<file path="config.mk">
export PLATFORM = sky130hd
export DESIGN_NAME = priority_decoder_stream
export DESIGN_NICKNAME = d
export VERILOG_FILES = /design/src/rtl/priority_codec_pkg.sv /design/src/rtl/pd_sync_fifo.sv /design/src/rtl/priority_decoder_stream.sv
export SDC_FILE = /design/constraint.sdc
export NUM_CORES = 1
export LEC_CHECK = 0
export ABC_AREA = 1
export BUFFER_PORTS_ARGS = -buffer_cell sky130_fd_sc_hd__buf_2
export CORE_ASPECT_RATIO = 0.7
export CORE_MARGIN = 2
export CORE_UTILIZATION = 37
export DETAILED_ROUTE_END_ITERATION = 7
export GPL_TIMING_DRIVEN = 0
export PLACE_DENSITY = 0.65
export SLEW_MARGIN = 20
export SYNTH_ARGS = -nofsm -noshare
export SYNTH_HDL_FRONTEND = slang
export SYNTH_HIERARCHICAL = 1
export SYNTH_SLANG_ARGS = --single-unit
</file>
<file path="constraint.sdc">
create_clock -name clk -period 1.8 [get_ports clk]
set_input_delay 0.27 -clock clk [delete_from_list [all_inputs] [get_ports clk]]
set_output_delay 0.27 -clock clk [all_outputs]
set_load 0.005 [all_outputs]
</file>
<file path="src/rtl/priority_codec_pkg.sv">
// Shared definitions for the priority encoder/decoder pair.
// Entry layout is {none, idx}, matching the encoder output side.
package priority_codec_pkg;

    localparam int PC_IDX_W = 2;

    function automatic int oh_w(input int idx_w);
        return 1 << idx_w;
    endfunction

    function automatic int ent_w(input int idx_w);
        return idx_w + 1;
    endfunction

    typedef struct packed {
        logic                none;
        logic [PC_IDX_W-1:0] idx;
    } pc_entry_t;

endpackage

</file>
<file path="src/rtl/pd_sync_fifo.sv">
// Small synchronous FIFO with binary pointers one bit wider
// than the address; full/empty come from the MSB compare.
module pd_sync_fifo #(
    parameter int DEPTH = 2,
    parameter int W     = 3
) (
    input  logic         clk,
    input  logic         rst_n,
    input  logic         push,
    input  logic [W-1:0] din,
    input  logic         pop,
    output logic [W-1:0] dout,
    output logic         full,
    output logic         empty
);

    localparam int AW = $clog2(DEPTH);
    localparam int PW = AW + 1;

    logic [PW-1:0] wp;
    logic [PW-1:0] rp;
    logic [W-1:0]  mem [DEPTH];

    assign empty = (wp == rp);
    assign full  = (wp[AW] != rp[AW]) &&
                   (wp[AW-1:0] == rp[AW-1:0]);
    assign dout  = mem[rp[AW-1:0]];

    // Pointer and storage update; pointers wrap naturally.
    always_ff @(posedge clk or negedge rst_n) begin
        if (!rst_n) begin
            wp <= '0;
            rp <= '0;
            for (int i = 0; i < DEPTH; i++) begin
                mem[i] <= '0;
            end
        end else begin
            if (push && !full) begin
                mem[wp[AW-1:0]] <= din;
                wp <= wp + PW'(1);
            end
            if (pop && !empty) begin
                rp <= rp + PW'(1);
            end
        end
    end

endmodule

</file>
<file path="src/rtl/priority_decoder_stream.sv">
// Streaming index-to-one-hot decoder with FIFO buffering,
// bypass into a registered output and an acceptance counter.
module priority_decoder_stream
    import priority_codec_pkg::*;
#(
    parameter int IDX_W   = 2,
    parameter int DEPTH   = 2,
    parameter int CNT_W   = 16,
    localparam int OH_W   = oh_w(IDX_W),
    localparam int ENT_W  = ent_w(IDX_W)
) (
    input  logic             clk,
    input  logic             rst_n,
    input  logic             en,
    input  logic             in_valid,
    output logic             in_ready,
    input  logic [IDX_W-1:0] in_idx,
    input  logic             in_none,
    output logic             out_valid,
    input  logic             out_ready,
    output logic [OH_W-1:0]  out_onehot,
    output logic             out_none,
    output logic [CNT_W-1:0] acc_count
);

    logic             run_q;
    logic             ov_q;
    logic [OH_W-1:0]  oh_q;
    logic             none_q;
    logic [CNT_W-1:0] cnt_q;

    logic [ENT_W-1:0] entry_in;
    logic [ENT_W-1:0] fifo_dout;
    logic [ENT_W-1:0] src;
    logic [OH_W-1:0]  dec;
    logic             fifo_full;
    logic             fifo_empty;
    logic             accept;
    logic             can_load;
    logic             load;
    logic             push;
    logic             pop;

    assign entry_in = {in_none, in_idx};

    // run_q keeps in_ready low until the first edge after reset.
    assign in_ready = en & run_q & ~fifo_full;
    assign accept   = in_valid & in_ready;
    assign can_load = en & (~ov_q | out_ready);
    assign load     = can_load & (~fifo_empty | accept);
    assign pop      = load & ~fifo_empty;
    assign push     = accept & ~(load & fifo_empty);

    assign out_valid  = en & ov_q;
    assign out_onehot = oh_q;
    assign out_none   = none_q;
    assign acc_count  = cnt_q;

    pd_sync_fifo #(
        .DEPTH (DEPTH),
        .W     (ENT_W)
    ) u_fifo (
        .clk   (clk),
        .rst_n (rst_n),
        .push  (push),
        .din   (entry_in),
        .pop   (pop),
        .dout  (fifo_dout),
        .full  (fifo_full),
        .empty (fifo_empty)
    );

    // Select FIFO head, or bypass the incoming entry, then decode.
    always_comb begin
        src = fifo_empty ? entry_in : fifo_dout;
        dec = '0;
        if (!src[IDX_W]) begin
            dec = OH_W'(1) << src[IDX_W-1:0];
        end
    end

    // Release gate for in_ready after reset deassertion.
    always_ff @(posedge clk or negedge rst_n) begin
        if (!rst_n) begin
            run_q <= 1'b0;
        end else begin
            run_q <= 1'b1;
        end
    end

    // Output register: load a new word or retire the taken one.
    always_ff @(posedge clk or negedge rst_n) begin
        if (!rst_n) begin
            ov_q   <= 1'b0;
            oh_q   <= '0;
            none_q <= 1'b0;
        end else if (load) begin
            ov_q   <= 1'b1;
            oh_q   <= dec;
            none_q <= src[IDX_W];
        end else if (en && ov_q && out_ready) begin
            ov_q   <= 1'b0;
        end
    end

    // Accepted-entry counter, wraps modulo 2**CNT_W.
    always_ff @(posedge clk or negedge rst_n) begin
        if (!rst_n) begin
            cnt_q <= '0;
        end else if (accept) begin
            cnt_q <= cnt_q + CNT_W'(1);
        end
    end

endmodule
</file>
==> impl_metrics.yaml <==
synthesis:
  syn-mean-instance-area_sq_um: 7.717
  ys_seq_area_frac: 0.4496
  number_of_distinct_standard_cells_referenced_by_the_synthesized_netlist: 29
  syn-instance-count: 238
  synth.cell_area_sq_um: 1837
  ys_warnings: 6
  postSynthRegisterBits: 33
  yosys.area.top_type: "sky130_fd_sc_hd__dfrtp_1"
  synth_top_cells_by_area: "sky130_fd_sc_hd__dfrtp_1 (45%), sky130_fd_sc_hd__nand2_1 (19%), sky130_fd_sc_hd__inv_1 (5.3%)"
  synth_largest_type_area_fraction: 0.4496
  syn-num-nets: 247
setup_path:
  timing.critical_path.slowest_stage_cell: "sky130_fd_sc_hd__dfrtp_1"
  path_common_cell: "sky130_fd_sc_hd__nand2_4"
  worst_ep_required_time_ns: 1.97
  reg2reg_setup_slack_ns: 0.08
  worstPathMaxFanout: 5
  worstReg2RegStart: "u_fifo/wp[0]"
  worst-endpoint-arrival_ns: 1.89
  timing.reg2reg.worst_path_depth: 15
  crit_chain: "buf_6, clkinv_4, nand2_4, nand2_4, nand2_4, inv_2, inv_2, nand4_4, buf_8, a21oi_4, a21oi_2, buf_6, nand3_4, nand2_2, nand2_1"
  largest_delay_contributor_family_on_the_critical_path: "buffers and inverters"
  timing.setup.critical_path_class: "reg -> reg"
  timing.critical_path.slowest_cell_delay_ns: 0.37
  crit_buf_inv: 6
  endpoint_kind: "flip-flop"
  setup.worst_path.start_class: "flip-flop"
  reg2reg_to: "u_fifo/mem[2]"
floorplanning:
  design.portCount: 31
  dieArea_sq_um: 5553
  dieHeight_um: 62.95
  placeableCoreArea_sq_um: 4782
  starting_density_of_the_core: 0.3841
  fp-row-count: 21
  die_w_um: 88.21
detailed_routing:
  dr.pass1.iters: 4
  via_count: 1608
  drt_drc_violations_left: 0
  drt_iter0_markers: 122
  route.final.wire_length_mm: 4.007
  ant_nets: 0
  routed_wire_length_per_instance_um: 11.32
  via_per_inst: 4.542
placement:
  dpl.hpwl_mm: 2.850
  buffer_ports.inserted: 30
  globalplace.congestion: 0.8357
  placement.cell_area_sq_um: 2083
  preCtsSetupSlack_ns: -0.2479
global_routing:
  grt_pass1_vias: 1486
  grt_start_max_net_pins: 34
  grt_pass1_wl_mm: 6.844
  overall_track_demand_over_capacity_in_global_routing: 0.1578
  grt_overflow: 0
  number_of_antenna_violations_at_the_first_check_in_global_routing: 0
timing:
  setup-violations-final: 0
  finalCritPeriodShare: 0.9545
  max_freq_mhz: 582.1
  finalClockSkew_ns: 0.003988
  finalHoldViolations: 0
  setup_ws_ns: 0.08194
  timing.max_slew.rel_slack: 0.5041
  drv_slew: 0
  finalSetupTns_ns: 0
  worst_slew_pin_slew_ns: 0.7439
  fin_crit_ns: 1.718
  hold_slack_ns: 0.05508
clock_tree:
  clock-sinks: 33
  clock_tree.buffer_depth: 2
  cts_root_buffer: "sky130_fd_sc_hd__clkbuf_8"
  tritoncts: "done"
  clock_latency_ns: 0.28
  cts_made_buffers: 5
  clk_pin_slew_ns: 0.07
  cts_htree_levels: 2
  holdBufCountCts: 0
status:
  run_status: "complete, no violations"
layout:
  final_cell_area_sq_um: 2283
  insertedDiodeCount: 0
  fin_nets: 293
  finalCoreUtilization: 0.4775
  final.fill_count: 481
  syn_to_final_growth_pct: 24.32
  share_of_post_route_cells_with_drive_strength_above_1: 0.2772
pwr:
  total_leakage_power_nw: 1.227
  cellPowerDensity_nw_per_um2: 1315
  vdd_drop_max_v: 0.0004767
flow_run:
  count_of_maximum_capacitance_violations: 0
worst_hold_path:
  holdCritPathClass: "in -> async"
## registers in the layout, summed over array words and instances (netlist names)
name,flops
acc_count,16
u_fifo/mem,6
ov_q,1
out_onehot,4
u_fifo/wp,2
run_q,1
out_none,1
u_fifo/rp,2
## worst register-to-register path, stage by stage, from the launching register on
cell	delay, ns
sky130_fd_sc_hd__dfrtp_1	0.37
sky130_fd_sc_hd__buf_6	0.13
sky130_fd_sc_hd__clkinv_4	0.05
sky130_fd_sc_hd__nand2_4	0.04
sky130_fd_sc_hd__nand2_4	0.07
sky130_fd_sc_hd__nand2_4	0.06
sky130_fd_sc_hd__inv_2	0.05
sky130_fd_sc_hd__inv_2	0.04
sky130_fd_sc_hd__nand4_4	0.09
sky130_fd_sc_hd__buf_8	0.11
sky130_fd_sc_hd__a21oi_4	0.05
sky130_fd_sc_hd__a21oi_2	0.17
sky130_fd_sc_hd__buf_6	0.16
sky130_fd_sc_hd__nand3_4	0.10
sky130_fd_sc_hd__nand2_2	0.08
sky130_fd_sc_hd__nand2_1	0.04
## cell usage in the layout, fill, tap and decap left out, types with 9 or more instances in the layout
| cell | synthesis | routed |
|---|---|---|
| sky130_fd_sc_hd__buf_4 | 1 | 10 |
| sky130_fd_sc_hd__inv_1 | 26 | 23 |
| sky130_fd_sc_hd__dfrtp_1 | 33 | 33 |
| sky130_fd_sc_hd__nand4_1 | 10 | 10 |
| sky130_fd_sc_hd__nand2_2 | 3 | 9 |
| sky130_fd_sc_hd__buf_2 | 1 | 31 |
| sky130_fd_sc_hd__nand2_1 | 93 | 85 |
| sky130_fd_sc_hd__nor2_1 | 17 | 16 |
| sky130_fd_sc_hd__nand3_1 | 17 | 15 |
## kinds of logic after synthesis
logic type,count (synthesis),share of synthesized area
fa+ha+maj,1,0.006811
simple gates,152,0.3835
other cells,1,0.002042
xor+xnor,7,0.03338
compound gates,8,0.02929
buf+inv,36,0.09536
flops,33,0.4496
## power by group
group	switching, mW	total, mW	internal, mW
combinational	0.780	1.36	0.577
clock	0.252	0.526	0.275
sequential	0.180	1.12	0.940
## cells in the mapped netlist
library cell	instances
sky130_fd_sc_hd__conb_1	1
sky130_fd_sc_hd__nand2_2	3
sky130_fd_sc_hd__o21ai_1	1
sky130_fd_sc_hd__buf_2	1
sky130_fd_sc_hd__and2_1	1
sky130_fd_sc_hd__xor2_1	5
sky130_fd_sc_hd__nor2b_1	1
sky130_fd_sc_hd__a21oi_1	1
sky130_fd_sc_hd__a21oi_4	1
sky130_fd_sc_hd__o21ai_0	4
sky130_fd_sc_hd__inv_1	26
sky130_fd_sc_hd__nor2_1	17
sky130_fd_sc_hd__buf_4	1
sky130_fd_sc_hd__dfrtp_1	33
sky130_fd_sc_hd__nand3_4	1
sky130_fd_sc_hd__nand2_1	93
sky130_fd_sc_hd__nand3b_1	4
sky130_fd_sc_hd__nand3_1	17
sky130_fd_sc_hd__nor2_4	2
sky130_fd_sc_hd__nand4_4	1
sky130_fd_sc_hd__inv_4	2
sky130_fd_sc_hd__nor3_2	1
sky130_fd_sc_hd__nand4_1	10
sky130_fd_sc_hd__buf_6	4
sky130_fd_sc_hd__ha_1	1
sky130_fd_sc_hd__xnor2_1	2
sky130_fd_sc_hd__o211ai_1	1
sky130_fd_sc_hd__inv_2	2
sky130_fd_sc_hd__nand2_4	1
## final cells by class
class                           instances  area, sq um  share of cell area
Buffer                                  4        48.80             0.02137
Clock buffer                            8        80.08             0.03507
Inverter                               30        122.6             0.05370
Multi-Input combinational cell        169        889.6              0.3896
Sequential cell                        33        825.8              0.3616
Tap cell                               69        86.33             0.03781
Timing Repair Buffer                   41        230.2              0.1008
## worst max-delay path by stage
stage,end,cells past startpoint,slack [ns],startpoint
4_1_cts,u_fifo/mem[3],16,-0.01,u_fifo/wp[0]
5_1_grt,u_fifo/mem[2],15,-0.01,u_fifo/wp[0]
3_5_place_dp,u_fifo/mem[3],16,-0.25,u_fifo/rp[0]
6_report,u_fifo/mem[2],15,0.08,u_fifo/wp[0]
3_3_place_gp,u_fifo/mem[5],16,-0.25,u_fifo/rp[0]
2_1_floorplan,u_fifo/mem[4],14,-0.06,u_fifo/wp[0]
## metrics by stage
| stage | std cells | power (mW) |
|---|---|---|
| 2_1_floorplan | 238 | 1.962 |
| 3_3_place_gp | 337 | 2.234 |
| 3_5_place_dp | 337 | 2.255 |
| 4_1_cts | 355 | 2.952 |
| 5_1_grt | 354 | 3.242 |
| 6_report | 354 | 3.004 |
## per-layer routing
metal / vias to the layer above / part of all wire / global-route usage
li1: 829 / - / -
met1: 728 / 0.52 / 0.2413
met2: 47 / 0.41 / 0.2171
met3: 4 / 0.053 / 0.04095
met4: 0 / 0.011 / 0.04545
met5: - / 0 / 0
## timing repair
item / in CTS / in global routing
gates cloned: 1 / 0
buffers inserted: 9 / 1
endpoints found under the setup margin: 10 / 16
pin swaps: 5 / 6
gates resized for setup: 8 / 14
endpoints found under the hold margin: 0 / 0
Note: power is estimated with default switching activity, not from simulation.
